===== config.mk =====
export PLATFORM = sky130hd
export DESIGN_NAME = lfsr_prpg_gen
export DESIGN_NICKNAME = d
export VERILOG_FILES = /design/src/rtl/prpg_pkg.sv /design/src/rtl/prpg_step.sv /design/src/rtl/lfsr_prpg_gen.sv
export SDC_FILE = /design/constraint.sdc
export NUM_CORES = 1
export LEC_CHECK = 0
export BUFFER_PORTS_ARGS = -buffer_cell sky130_fd_sc_hd__buf_2
export CORE_MARGIN = 2
export CORE_UTILIZATION = 49
export CTS_CLUSTER_DIAMETER = 150
export CTS_CLUSTER_SIZE = 12
export DETAILED_ROUTE_END_ITERATION = 10
export PLACE_DENSITY = 0.77
export SYNTH_ARGS = -nofsm -noshare
export SYNTH_HDL_FRONTEND = slang
export SYNTH_SLANG_ARGS = --single-unit

===== constraint.sdc =====
create_clock -name clk -period 1.83 [get_ports clk]
set_clock_uncertainty 0.1 [all_clocks]
set_input_delay 0.183 -clock clk [delete_from_list [all_inputs] [get_ports clk]]
set_output_delay 0.183 -clock clk [all_outputs]
set_load 0.1 [all_outputs]

===== src/rtl/prpg_pkg.sv =====
// ============================================================================
// Module      : prpg_pkg
// Description : Shared types, default maximal tap tables and the zero-seed fix
//               for the lfsr_prpg_gen pattern generator.
// Revision    : 1.0 - initial release
// ============================================================================
`default_nettype none

package prpg_pkg;

  typedef enum logic [0:0] {
    IDLE = 1'b0,
    RUN  = 1'b1
  } prpg_state_e;

  // Fibonacci masks: bit i set means state bit i feeds the XOR (MSB always set).
  function automatic logic [31:0] fib_taps(input int unsigned n);
    case (n)
      3:       return 32'h0000_0006;
      4:       return 32'h0000_000C;
      5:       return 32'h0000_0014;
      6:       return 32'h0000_0030;
      7:       return 32'h0000_0060;
      8:       return 32'h0000_00B8;
      9:       return 32'h0000_0110;
      10:      return 32'h0000_0240;
      11:      return 32'h0000_0500;
      12:      return 32'h0000_0829;
      13:      return 32'h0000_100D;
      14:      return 32'h0000_2015;
      15:      return 32'h0000_6000;
      16:      return 32'h0000_D008;
      default: return (32'h1 << (n - 1)) | (32'h1 << (n - 2));
    endcase
  endfunction

  // Galois masks hold the polynomial's low-order coefficients (x^N implied).
  function automatic logic [31:0] galois_taps(input int unsigned n);
    case (n)
      3:       return 32'h0000_0003;
      4:       return 32'h0000_0003;
      5:       return 32'h0000_0005;
      6:       return 32'h0000_0003;
      7:       return 32'h0000_0003;
      8:       return 32'h0000_001D;
      9:       return 32'h0000_0011;
      10:      return 32'h0000_0009;
      11:      return 32'h0000_0005;
      12:      return 32'h0000_0053;
      13:      return 32'h0000_001B;
      14:      return 32'h0000_0443;
      15:      return 32'h0000_0003;
      16:      return 32'h0000_100B;
      default: return 32'h0000_0003;
    endcase
  endfunction

  function automatic logic [31:0] zero_fix(input logic [31:0] seed);
    return (seed == 32'h0) ? 32'h1 : seed;
  endfunction

endpackage

`default_nettype wire


===== src/rtl/prpg_step.sv =====
// ============================================================================
// Module      : prpg_step
// Description : Combinational next-state function of the LFSR. Fibonacci form
//               by default, Galois form when PRPG_GALOIS_EN is defined.
// Revision    : 1.0 - initial release
// ============================================================================
`default_nettype none

module prpg_step
  import prpg_pkg::*;
#(
  parameter int             N     = 4,
  parameter logic [N-1:0]   TAPS  = N'(fib_taps(N))
`ifdef PRPG_GALOIS_EN
  , parameter logic [N-1:0] GTAPS = N'(galois_taps(N))
`endif
) (
  input  logic [N-1:0] num,
  output logic [N-1:0] next_state
);

`ifdef PRPG_GALOIS_EN
  assign next_state = {num[N-2:0], 1'b0} ^ (num[N-1] ? GTAPS : {N{1'b0}});
`else
  assign next_state = {num[N-2:0], ^(num & TAPS)};
`endif

endmodule

`default_nettype wire


===== src/rtl/lfsr_prpg_gen.sv =====
// ============================================================================
// Module      : lfsr_prpg_gen
// Description : Parametrised LFSR pattern generator with seed load, zero-seed
//               protection, period detection and step counter. Define
//               PRPG_GALOIS_EN for the Galois step form (adds GTAPS).
//               The serial output is named seq since sequence is reserved.
// Revision    : 1.0 - initial release
// ============================================================================
`default_nettype none

module lfsr_prpg_gen
  import prpg_pkg::*;
#(
  parameter int             N         = 4,
  parameter logic [N-1:0]   TAPS      = N'(fib_taps(N)),
  parameter logic [N-1:0]   RESET_VAL = {N{1'b1}}
`ifdef PRPG_GALOIS_EN
  , parameter logic [N-1:0] GTAPS     = N'(galois_taps(N))
`endif
) (
  input  logic         clk,
  input  logic         reset,
  input  logic [N-1:0] seed,
  input  logic         load,
  input  logic         en,
  output logic [N-1:0] num,
  output logic         seq,
  output logic [N-1:0] count,
  output logic         valid,
  output logic         period_done,
  output logic         seed_err
);

  localparam logic [0:0] ST_IDLE = IDLE;
  localparam logic [0:0] ST_RUN  = RUN;

  logic [0:0]   r_state;
  logic [N-1:0] r_num;
  logic [N-1:0] r_seed;
  logic [N-1:0] r_count;
  logic         r_valid;
  logic         r_period;
  logic         r_err;

  logic [N-1:0] w_next;
  logic [N-1:0] w_seed_fix;
  logic         w_seed_zero;
  logic         w_step;
  logic         w_wrap;

  prpg_step #(
    .N     (N),
    .TAPS  (TAPS)
`ifdef PRPG_GALOIS_EN
    , .GTAPS (GTAPS)
`endif
  ) u_step (
    .num        (r_num),
    .next_state (w_next)
  );

  assign w_seed_zero = (seed == {N{1'b0}});
  assign w_seed_fix  = N'(zero_fix(32'(seed)));
  assign w_step      = (r_state == ST_RUN) && en && !load;
  // Returning to the stored seed closes one full period.
  assign w_wrap      = (w_next == r_seed);

  always_ff @(posedge clk or negedge reset) begin
    if (!reset) begin
      r_state  <= ST_IDLE;
      r_num    <= RESET_VAL;
      r_seed   <= RESET_VAL;
      r_count  <= {N{1'b0}};
      r_valid  <= 1'b0;
      r_period <= 1'b0;
      r_err    <= 1'b0;
    end else if (load) begin
      r_state  <= ST_RUN;
      r_num    <= w_seed_fix;
      r_seed   <= w_seed_fix;
      r_count  <= {N{1'b0}};
      r_valid  <= 1'b1;
      r_period <= 1'b0;
      r_err    <= w_seed_zero;
    end else begin
      r_period <= 1'b0;
      r_err    <= 1'b0;
      if (w_step) begin
        r_num <= w_next;
        if (w_wrap) begin
          r_count  <= {N{1'b0}};
          r_period <= 1'b1;
        end else begin
          r_count  <= r_count + N'(1);
        end
      end
    end
  end

  assign num         = r_num;
  assign seq         = r_num[N-1];
  assign count       = r_count;
  assign valid       = r_valid;
  assign period_done = r_period;
  assign seed_err    = r_err;

endmodule

`default_nettype wire


=== Word level (Yosys, flattened, before mapping) ===
Cells that the tools add are included.

* Latch bits: 0
* Memories: 0
* Flip-flop bits (word level): 15
* RAM bits: 0
* Output and inout bits: 12
* ROM bits: 0

* Reductions and logical operators: 6
* Divide/modulo/power cells: 0
* Equal/unequal tests: 1
* Mux-type cells: 10
* Bitwise gates (word level): 0
* Multipliers: 0
* $lt $le $gt $ge: 0
* Shift-type cells: 0
* $add $sub $neg: 1

{| class="wikitable"
|+ Operators with widths
! cell !! count
|-
| 4-bit 2-to-1 mux || 6
|-
| 4-bit by 1-bit adder with 4-bit output (second input constant) || 1
|-
| 4-bit equality test || 1
|-
| 4-bit logical NOT || 1
|-
| 1-bit 2-to-1 mux || 4
|-
| 4-bit XOR reduction || 1
|-
| 1-bit logical AND || 2
|-
| 2-bit nonzero test || 1
|-
| 1-bit logical NOT || 1
|}

=== Depth between registers and ports, before layout ===
Gate-level depths: netlist of run 1.

* Depth after elaboration: 5
* Gate-level depth with buffers: 5
* Depth with buffers taken out: 4

=== By module ===
Synthesis of run 1 repeated with hierarchy kept, for this count alone.

* Cells, all modules: 72
* Area total of the unflattened synthesis: 759.5 um2

{| class="wikitable"
|+ By module, submodules not included
! module !! cells each !! instances !! area an instance (um2) !! sequential area each (um2)
|-
| lfsr_prpg_gen || 68 || 1 || 728.2 || 385.4
|-
| prpg_step || 4 || 1 || 31.3 || 0.0
|}

=== Least setup slack after synthesis of run 1 ===
No wires, ideal clock.

* Path type: reg2reg
* From: reg r_num[2] (netlist: num[2])
* To: reg r_count[3] (netlist: count[3])
* Period minus slack after synthesis: 1.959 ns
* Cell stages (with the launch flop): 6
* Setup time: 0.082 ns
* Arrival time: 1.776 ns
* Path slack: -0.129 ns
* Buffers on the path: 1
* Required time: 1.648 ns
* Cells stage by stage: dfstp_2 buf_4 xnor3_1 nand4_2 nand3_1 a31oi_1

* Word-level cells in the longest chain between the ends: 5

{| class="wikitable"
|+ RTL lines
! item !! RTL line !! RTL
|-
| from (decl) || lfsr_prpg_gen.sv:38 || <nowiki>logic [N-1:0] r_num;</nowiki>
|-
| from (signal assigned) || lfsr_prpg_gen.sv:79 || <nowiki>r_num <= w_seed_fix;</nowiki>
|-
| from (signal assigned) || lfsr_prpg_gen.sv:89 || <nowiki>r_num <= w_next;</nowiki>
|-
| 4-bit XOR reduction || prpg_step.sv:25 || <nowiki>assign next_state = {num[N-2:0], ^(num & TAPS)};</nowiki>
|-
| 4-bit equality test * || lfsr_prpg_gen.sv:66 || <nowiki>assign w_wrap = (w_next == r_seed);</nowiki>
|-
| 4-bit 2-to-1 mux * || lfsr_prpg_gen.sv:90 || <nowiki>if (w_wrap) begin</nowiki>
|-
| 4-bit 2-to-1 mux * || lfsr_prpg_gen.sv:88 || <nowiki>if (w_step) begin</nowiki>
|-
| 4-bit 2-to-1 mux * || lfsr_prpg_gen.sv:77 || <nowiki>end else if (load) begin</nowiki>
|-
| to (signal assigned) || lfsr_prpg_gen.sv:81 || <nowiki>r_count <= {N{1'b0}};</nowiki>
|-
| to (signal assigned) || lfsr_prpg_gen.sv:91 || <nowiki>r_count <= {N{1'b0}};</nowiki>
|-
| to (signal assigned) || lfsr_prpg_gen.sv:94 || <nowiki>r_count <= r_count + N'(1);</nowiki>
|-
| to (decl) || lfsr_prpg_gen.sv:40 || <nowiki>logic [N-1:0] r_count;</nowiki>
|}

Mark *: on every way between the ends. The rest lies on a longest branch, timed or not. The select of a mux whose other input is x is not followed.
A chain may end at the register's enable or synchronous reset.

=== Worst setup path in the final report of run 1 ===
* From: reg r_num[2] (netlist: num[2])
* To: out num[2]

{| class="wikitable"
|+ RTL lines
! item !! RTL line !! RTL
|-
| to (decl) || lfsr_prpg_gen.sv:26 || <nowiki>output logic [N-1:0] num,</nowiki>
|}

No word-level cell between the ends.

==> run metrics, run 1 <==
unrepaired setup endpoints after global routing=false; Max Cap Viol=0; Unique masters post-synth=27; Port Buffers=19; worst path required time=1.55 ns; CTS buffer count=3; CTS tree=yes; setup ws final=0.175 ns; number of flops mapped to enable cells by yosys=0; hold path cells=2; layout cells sized above 1=0.380; Main synth FF type=dfstp_2; Fin. Hold Viols=0; post-detailed-route count of antenna-violating nets=0; RePlAce Congestion=0.727; Worst Path Class, Setup=flop to output pin; # IOs=20; Max Transition Viols Final=0; Cell Area, Synth=728 µm²; H-tree Lvls=1; PD cells=962 nW/µm²; Worst Max-Slew Pin Slew=0.486 ns; count leader, synth=nand2_1; Clock Latency Late Sink=0.28 ns; global-route wire length before repair=2230 µm; fin area=886 µm²; total number of vias=569; sequential fraction of the synthesis area=0.529; static leakage=0.417 nW; Routed Wire Length=1300 µm; Critical Path End Type=output pin; DRT iter0 DRCs=10; Highest Clock Rate=0.604 GHz; area of the core=1350 µm²; initial antenna violation count=0; WP buf/inv=1; FF-to-FF setup slack=0.21 ns; die width=42.6 µm; CP top delay family=flip-flops; CTS sink cnt=15; ANT cells=0; CTS root buf=clkbuf_4; Via density=5.32; vias in the first global route=526; Final Util=0.656; clock slew at reported path FFs=0.09 ns; Ys Warns=0; share of the synthesized area in the top cell type=0.289; pre-CTS setup slack=0.219 ns; min Tclk post-route=1.66 ns; routed wire length per instance=12.1 µm; Yosys reg bits=15; crit-path max FO=6; worst r2r path cells=4; Die ar.=1810 µm²; worst r2r dst=count[3]; startpoint type of the worst setup path=flop; GRT overflow=0; Post-Synthesis Cells=70; final setup vio count=0; Die Y=42.6 µm; area delta synth->final=21.6%; worst hold path type=input port to flop; arrival time worst endpoint=1.37 ns; Clock Path Buffers=2; Post-synth top cells=nand2_1, dfstp_2, dfrtp_1, o21ai_0; CP max stage delay=0.66 ns; FP Rows=13; Hold WS=0.0615 ns; Final period util=0.904; Max IR drop VDD=634 µV; post-synth top area cell=dfstp_2; Worst Hold End=r_seed[2]; r2r startpoint=num[3]; placed wire-length estimate=958 µm; dominant cells by area after synthesis=dfstp_2, dfrtp_1, o21ai_0; critical-path cell list=buf_2; initial core utilization=0.539; setup TNS=0 ns; largest net degree at the start of global routing=19; total nets after synthesis=79; status=finished clean; post-layout net count=102; slew margin rel.=0.678; slowest library cell on the worst path=dfstp_4; DRC=0; Hold Startpoint=seed[2]; Async SR Flop Fraction=1.00; drt first pass iters=4; Avg Cell Area, Syn=10.4 µm²; dpl cell area=830 µm²; gr usage total=0.164
==> placed cells by master (no fill, tap or decap), types with 4 or more instances in the layout <==
cell      n
nand2_1   9
buf_2    19
a21oi_1   4
xnor2_1   4
o21ai_0   7
dfstp_2   6
dfrtp_1   7
==> metal layers <==
metal	vias to the layer above	GRT usage	part of all wire	wire (µm)
met1	269	0.209	0.47	608
met4	0	0.0750	0.016	21
met2	14	0.271	0.48	618
met3	4	0.0259	0.039	50
li1	282	-	-	-
met5	-	0	0	0
==> layout make-up <==
class | instances | area [µm²]
clock buffer | 4 | 26.3
fill | 108 | 464
inverter | 3 | 11.3
multi-input combinational | 47 | 304
sequential | 15 | 393
tap | 15 | 18.8
timing repair buffer | 23 | 133
==> through the flow <==
step / instances / total power, mW
floorplan: 70 / 0.629
global placement: 100 / 0.665
detailed placement: 100 / 0.669
CTS: 107 / 0.860
global route: 107 / 0.887
finish: 107 / 0.852
==> where the power goes <==
part | switching, mW | internal, mW
combinational | 0.197 | 0.0692
sequential | 0.0258 | 0.373
clock | 0.103 | 0.0846
==> what timing repair did <==
action                                  CTS  global route
endpoints found under the setup margin    0             0
hold buffers                              3             0
setup buffers                             0             0
resized for setup                         0             0
endpoints found under the hold margin    16             0
==> kinds of logic (layout without fill, tap and decap cells) <==
kind of cell | after synthesis | count (layout) | synth area share
buffers and inverters | 8 | 30 | 0.0533
multiplexers | 4 | 4 | 0.0584
AND/OR/NAND/NOR | 23 | 23 | 0.162
XOR/XNOR | 5 | 5 | 0.0790
AO/OA/AOI/OAI | 14 | 14 | 0.101
flip-flops | 15 | 15 | 0.529
adder cells (fa/ha/maj) | 1 | 1 | 0.0172
==> state kept, by name, summed over array words and instances (netlist names) <==
register	flops
valid	1
count	4
period_done	1
seed_err	1
r_seed	4
num	4
==> worst max path at each step <==
stage               startpoint  endpoint  slack [ns]  cells after the start
finish                  num[2]    num[2]        0.17                      1
global route            num[3]  count[3]        0.13                      4
CTS                     num[2]    num[2]        0.16                      1
detailed placement      num[3]  count[3]        0.22                      4
global placement        num[3]  count[3]        0.25                      4
floorplan               num[3]  count[3]       0.001                      4
Power figures use the tool's default switching activity.
==> inputs of run 2 (changes only) <==
--- a/config.mk
+++ b/config.mk
@@ -7,11 +7,11 @@
 export LEC_CHECK = 0
 export BUFFER_PORTS_ARGS = -buffer_cell sky130_fd_sc_hd__buf_2
 export CORE_MARGIN = 2
-export CORE_UTILIZATION = 49
+export CORE_UTILIZATION = 28
 export CTS_CLUSTER_DIAMETER = 150
 export CTS_CLUSTER_SIZE = 12
 export DETAILED_ROUTE_END_ITERATION = 10
-export PLACE_DENSITY = 0.77
+export PLACE_DENSITY = 0.5
 export SYNTH_ARGS = -nofsm -noshare
 export SYNTH_HDL_FRONTEND = slang
 export SYNTH_SLANG_ARGS = --single-unit
==> run metrics, run 2 (synthesis results as in run 1) <==
arrival time worst endpoint=1.37 ns (about the same); final setup vio count=0 (unchanged); Max Cap Viol=0 (unchanged); ANT cells=0 (unchanged); worst r2r dst=count[3]; Post-CTS Setup Bufs=0 (unchanged); Die ar.=3020 µm² (+67%); status=finished clean; unrepaired setup endpoints after global routing=false; static leakage=0.420 nW (+0.65%); Worst Setup EP=num[2]; Via density=4.64 (-13%); H-tree Lvls=1 (unchanged); FF-to-FF setup slack=0.21 ns (about the same); CP max stage delay=0.66 ns (about the same); Worst Path Class, Setup=flop to output pin; multi-input logic area=304 µm² (unchanged); Routed Wire Length=1460 µm (+13%); post-detailed-route count of antenna-violating nets=0 (unchanged); layout cells sized above 1=0.391 (+0.0109); gr usage total=0.121 (-0.0434); global-route wire length before repair=2560 µm (+15%); r2r startpoint=num[3]; critical-path cell list=buf_2; CTS sink cnt=15 (unchanged); CTS root buf=clkbuf_4; worst r2r path cells=4 (unchanged); CTS buffer count=3 (unchanged); clock slew at reported path FFs=0.09 ns (about the same); die width=55.0 µm (+29%); Max Transition Viols Final=0 (unchanged); worst path required time=1.55 ns (about the same); area of the core=2480 µm² (+84%); Non-Filler Instances=122 (+14%); vias in the first global route=604 (+15%); most frequent cells in the layout=buf_2, nand2_1, o21ai_0, dfrtp_1, dfstp_2; # IOs=20 (unchanged); largest net degree at the start of global routing=19 (unchanged); CP top delay family=flip-flops; Port Buffers=19 (unchanged); Worst Max-Slew Pin Slew=0.484 ns (-0.00180 ns); drt first pass iters=3 (-1); Highest Clock Rate=0.603 GHz (-0.15%); startpoint type of the worst setup path=flop; placed wire-length estimate=1080 µm (+13%); Max IR drop VDD=420 µV (-34%); placed insts=115 (+15%); worst hold path type=input port to flop; GRT overflow=0 (unchanged); area delta synth->final=24.4%; Fin. Hold Viols=0 (unchanged); slew margin rel.=0.679 (+0.00120); Critical Path Start=num[2]; RePlAce Congestion=0.749 (+3.0%); Final period util=0.906 (+0.00134); PD cells=943 nW/µm² (-1.9%); slowest library cell on the worst path=dfstp_4; Die Y=55.0 µm (+29%); FP Rows=18 (+5); min Tclk post-route=1.66 ns (+0.00245 ns); CTS tree=yes; WP depth=1 (unchanged); Clock Path Buffers=2 (unchanged); total number of vias=566 (-0.53%); DRC=0 (unchanged); FILL cells=272 (+150%); Critical Path End Type=output pin; most common cell after layout, fill and taps aside=buf_2; sequential cell area=393 µm² (unchanged); DRT iter0 DRCs=5 (-5); crit-path max FO=6 (unchanged); routed wire length per instance=12.0 µm (-1.3%); setup TNS=0 ns (unchanged); post-layout net count=102 (unchanged); WP buf/inv=1 (unchanged); initial core utilization=0.294 (-0.245); initial antenna violation count=0 (unchanged); Clock Latency Late Sink=0.28 ns (about the same)
run 2: changes by cell type in the layout (fill, tap and decap cells not counted):
cell,change
clkbuf_1,-1
clkinv_2,+1
run 2: where the power goes:
group	total, mW	switching [mW]	internal (mW)	leakage (nW)
Sequential	0.399	0.0261	0.373	0.176
Combinational	0.267	0.198	0.0690	0.226
Clock	0.188	0.107	0.0810	0.0177
Total	0.855	0.331	0.523	0.420
run 2: how the worst min path moves through the flow:
| stage | cells past startpoint | slack (ns) | startpoint | end |
|---|---|---|---|---|
| after CTS | 2 | 0.05 | seed[2] | r_seed[2] |
| after global placement | 1 | 0.006 | reset | seed_err |
| after detailed placement | 1 | 0.003 | reset | seed_err |
| after floorplan | 0 | -0.21 | reset | count[0] |
| final | 2 | 0.06 | seed[2] | r_seed[2] |
| after global routing | 2 | 0.06 | seed[2] | r_seed[2] |
run 2: area by class of cell:
type / instances / area share
Sequential cell: 15 / 0.434
Multi-Input combinational cell: 47 / 0.336
Timing Repair Buffer: 23 / 0.146
Tap cell: 30 / 0.0414
Clock buffer: 3 / 0.0249
Inverter: 3 / 0.0124
Clock inverter: 1 / 0.00552
run 2: routing by layer:
metal	up-vias	wire [µm]	global-route usage
li1	284	-	-
met3	2	34	0.0161
met5	-	0	0
met4	0	27	0.0854
met1	270	667	0.144
met2	10	731	0.198
run 2: per-stage QoR:
| step | setup slack, ns | hold slack [ns] | total power [mW] | cell area [µm²] | utilization |
|---|---|---|---|---|---|
| 3_5_place_dp | 0.222 | 0.00284 | 0.671 | 848 | 0.342 |
| 2_1_floorplan | 0.00105 | -0.213 | 0.629 | 739 | - |
| 3_3_place_gp | 0.241 | 0.00568 | 0.669 | 848 | 0.342 |
| 4_1_cts | 0.153 | 0.0480 | 0.871 | 906 | 0.366 |
| 5_1_grt | 0.0678 | 0.0632 | 0.904 | 906 | 0.366 |
| 6_report | 0.172 | 0.0625 | 0.855 | 906 | 0.366 |
run 2: repair_timing:
item / CTS / global route
endpoints found under the setup margin: 0 / 0
gates resized for setup: 0 / 0
hold endpoints to repair: 16 / 0
hold buffers: 3 / 0
==> inputs of run 3 (changes only) <==
--- a/config.mk
+++ b/config.mk
@@ -11,7 +11,7 @@
 export CTS_CLUSTER_DIAMETER = 150
 export CTS_CLUSTER_SIZE = 12
 export DETAILED_ROUTE_END_ITERATION = 10
-export PLACE_DENSITY = 0.5
+export PLACE_DENSITY = 0.6
 export SYNTH_ARGS = -nofsm -noshare
 export SYNTH_HDL_FRONTEND = slang
 export SYNTH_SLANG_ARGS = --single-unit
==> run metrics, run 3 (synthesis results as in run 1) <==
status=finished clean; Worst Max-Slew Pin Slew=0.488 ns (+0.00323 ns); placed wire-length estimate=1030 µm (-4.3%); Critical Path Start=num[2]; FILL cells=263 (-3.3%); post-detailed-route count of antenna-violating nets=0 (unchanged); setup ws final=0.172 ns (-0.000752 ns); Worst Setup EP=num[2]; Die Y=55.0 µm (unchanged); worst r2r path cells=4 (unchanged); die width=55.0 µm (unchanged); GRT overflow=0 (unchanged); arrival time worst endpoint=1.38 ns (about the same); Via density=4.55 (-1.9%); gr usage total=0.108 (-0.0123); FP Rows=18 (unchanged); area delta synth->final=24.2%; worst r2r dst=count[1]; CTS tree=yes; clock slew at reported path FFs=0.09 ns (about the same); Port Buffers=19 (unchanged); Clock Latency Late Sink=0.28 ns (about the same); r2r startpoint=num[3]; vias in the first global route=546 (-9.6%); min Tclk post-route=1.66 ns (+0.000752 ns); drt first pass iters=5 (+2); DRC=0 (unchanged); layout cells sized above 1=0.380 (-0.0109); largest net degree at the start of global routing=19 (unchanged); critical-path cell list=buf_2; global-route wire length before repair=2280 µm (-11%); hold path cells=2 (unchanged); area of the core=2480 µm² (unchanged); initial core utilization=0.294 (unchanged); H-tree Lvls=1 (unchanged); static leakage=0.417 nW (-0.65%); Max IR drop VDD=640 µV (+52%); startpoint type of the worst setup path=flop; worst hold path type=input port to flop; slowest library cell on the worst path=dfstp_4; Worst Path Class, Setup=flop to output pin; ANT cells=0 (unchanged); Highest Clock Rate=0.603 GHz (about the same); CP max stage delay=0.66 ns (about the same); Fin. Hold Viols=0 (unchanged); Hold Startpoint=seed[2]; setup TNS=0 ns (unchanged); RePlAce Congestion=0.782 (+4.4%); Max Transition Viols Final=0 (unchanged); CP top delay family=flip-flops; PD cells=946 nW/µm² (+0.25%); most common cell after layout, fill and taps aside=buf_2; Max Cap Viol=0 (unchanged); pre-CTS setup slack=0.210 ns (-0.0114 ns); total number of vias=555 (-1.9%); most frequent cells in the layout=buf_2, nand2_1, o21ai_0, dfrtp_1, dfstp_2; WP buf/inv=1 (unchanged); post-layout net count=102 (unchanged); final setup vio count=0 (unchanged); initial antenna violation count=0 (unchanged); # IOs=20 (unchanged); routed wire length per instance=11.6 µm (-2.9%); Clock Path Buffers=2 (unchanged); Routed Wire Length=1420 µm (-2.9%); DRT iter0 DRCs=6 (+1); CTS root buf=clkbuf_4; Critical Path End Type=output pin; crit-path max FO=6 (unchanged); FF-to-FF setup slack=0.20 ns (about the same); WP depth=1 (unchanged); unrepaired setup endpoints after global routing=false; Final period util=0.906 (about the same); slew margin rel.=0.677 (-0.00214); CTS buffer count=3 (unchanged); CTS sink cnt=15 (unchanged); worst path required time=1.55 ns (about the same); Die ar.=3020 µm² (unchanged)
[run 3: changes by cell type in the layout (fill, tap and decap cells not counted)]
cell | before | now
clkbuf_1 | 0 | 1
clkinv_2 | 1 | 0
[run 3: routing by layer]
metal  vias up  part of all wire  GRT usage
met5         -                 0          0
met4         0             0.013     0.0488
met3         4             0.044     0.0323
met2        11              0.47      0.167
met1       258              0.47      0.139
li1        282                 -          -
[run 3: final cells by class]
cell class,instances,area (µm²),area share
Sequential cell,15,393,0.434
Multi-Input combinational cell,47,304,0.336
Timing Repair Buffer,23,133,0.147
Tap cell,30,37.5,0.0415
Clock buffer,4,26.3,0.0290
Inverter,3,11.3,0.0124
[run 3: through the flow]
step | hold WS [ns] | total power [mW] | utilization | instance area [µm²] | cells
after detailed placement | 0.00897 | 0.670 | 0.342 | 848 | 115
final | 0.0563 | 0.856 | 0.365 | 905 | 122
after global routing | 0.0678 | 0.895 | 0.365 | 905 | 122
after CTS | 0.0517 | 0.869 | 0.365 | 905 | 122
after floorplan | -0.213 | 0.629 | - | 739 | 70
after global placement | 0.00215 | 0.667 | 0.342 | 848 | 115
[run 3: what timing repair did]
action,CTS,global route
hold buffers,3,0
setup buffers,0,0
gates resized for setup,0,0
endpoints found under the hold margin,16,0
[run 3: worst min path at each step]
stage                end  slack [ns]
3_3_place_gp    seed_err       0.002
6_report       r_seed[2]        0.06
4_1_cts        r_seed[2]        0.05
3_5_place_dp    seed_err       0.009
2_1_floorplan   count[0]       -0.21
5_1_grt        r_seed[2]        0.07
[run 3: where the power goes]
group          total (mW)  switching (mW)  internal [mW]
sequential          0.399          0.0257          0.373
combinational       0.267           0.198         0.0693
clock               0.189           0.105         0.0846
total               0.856           0.328          0.527
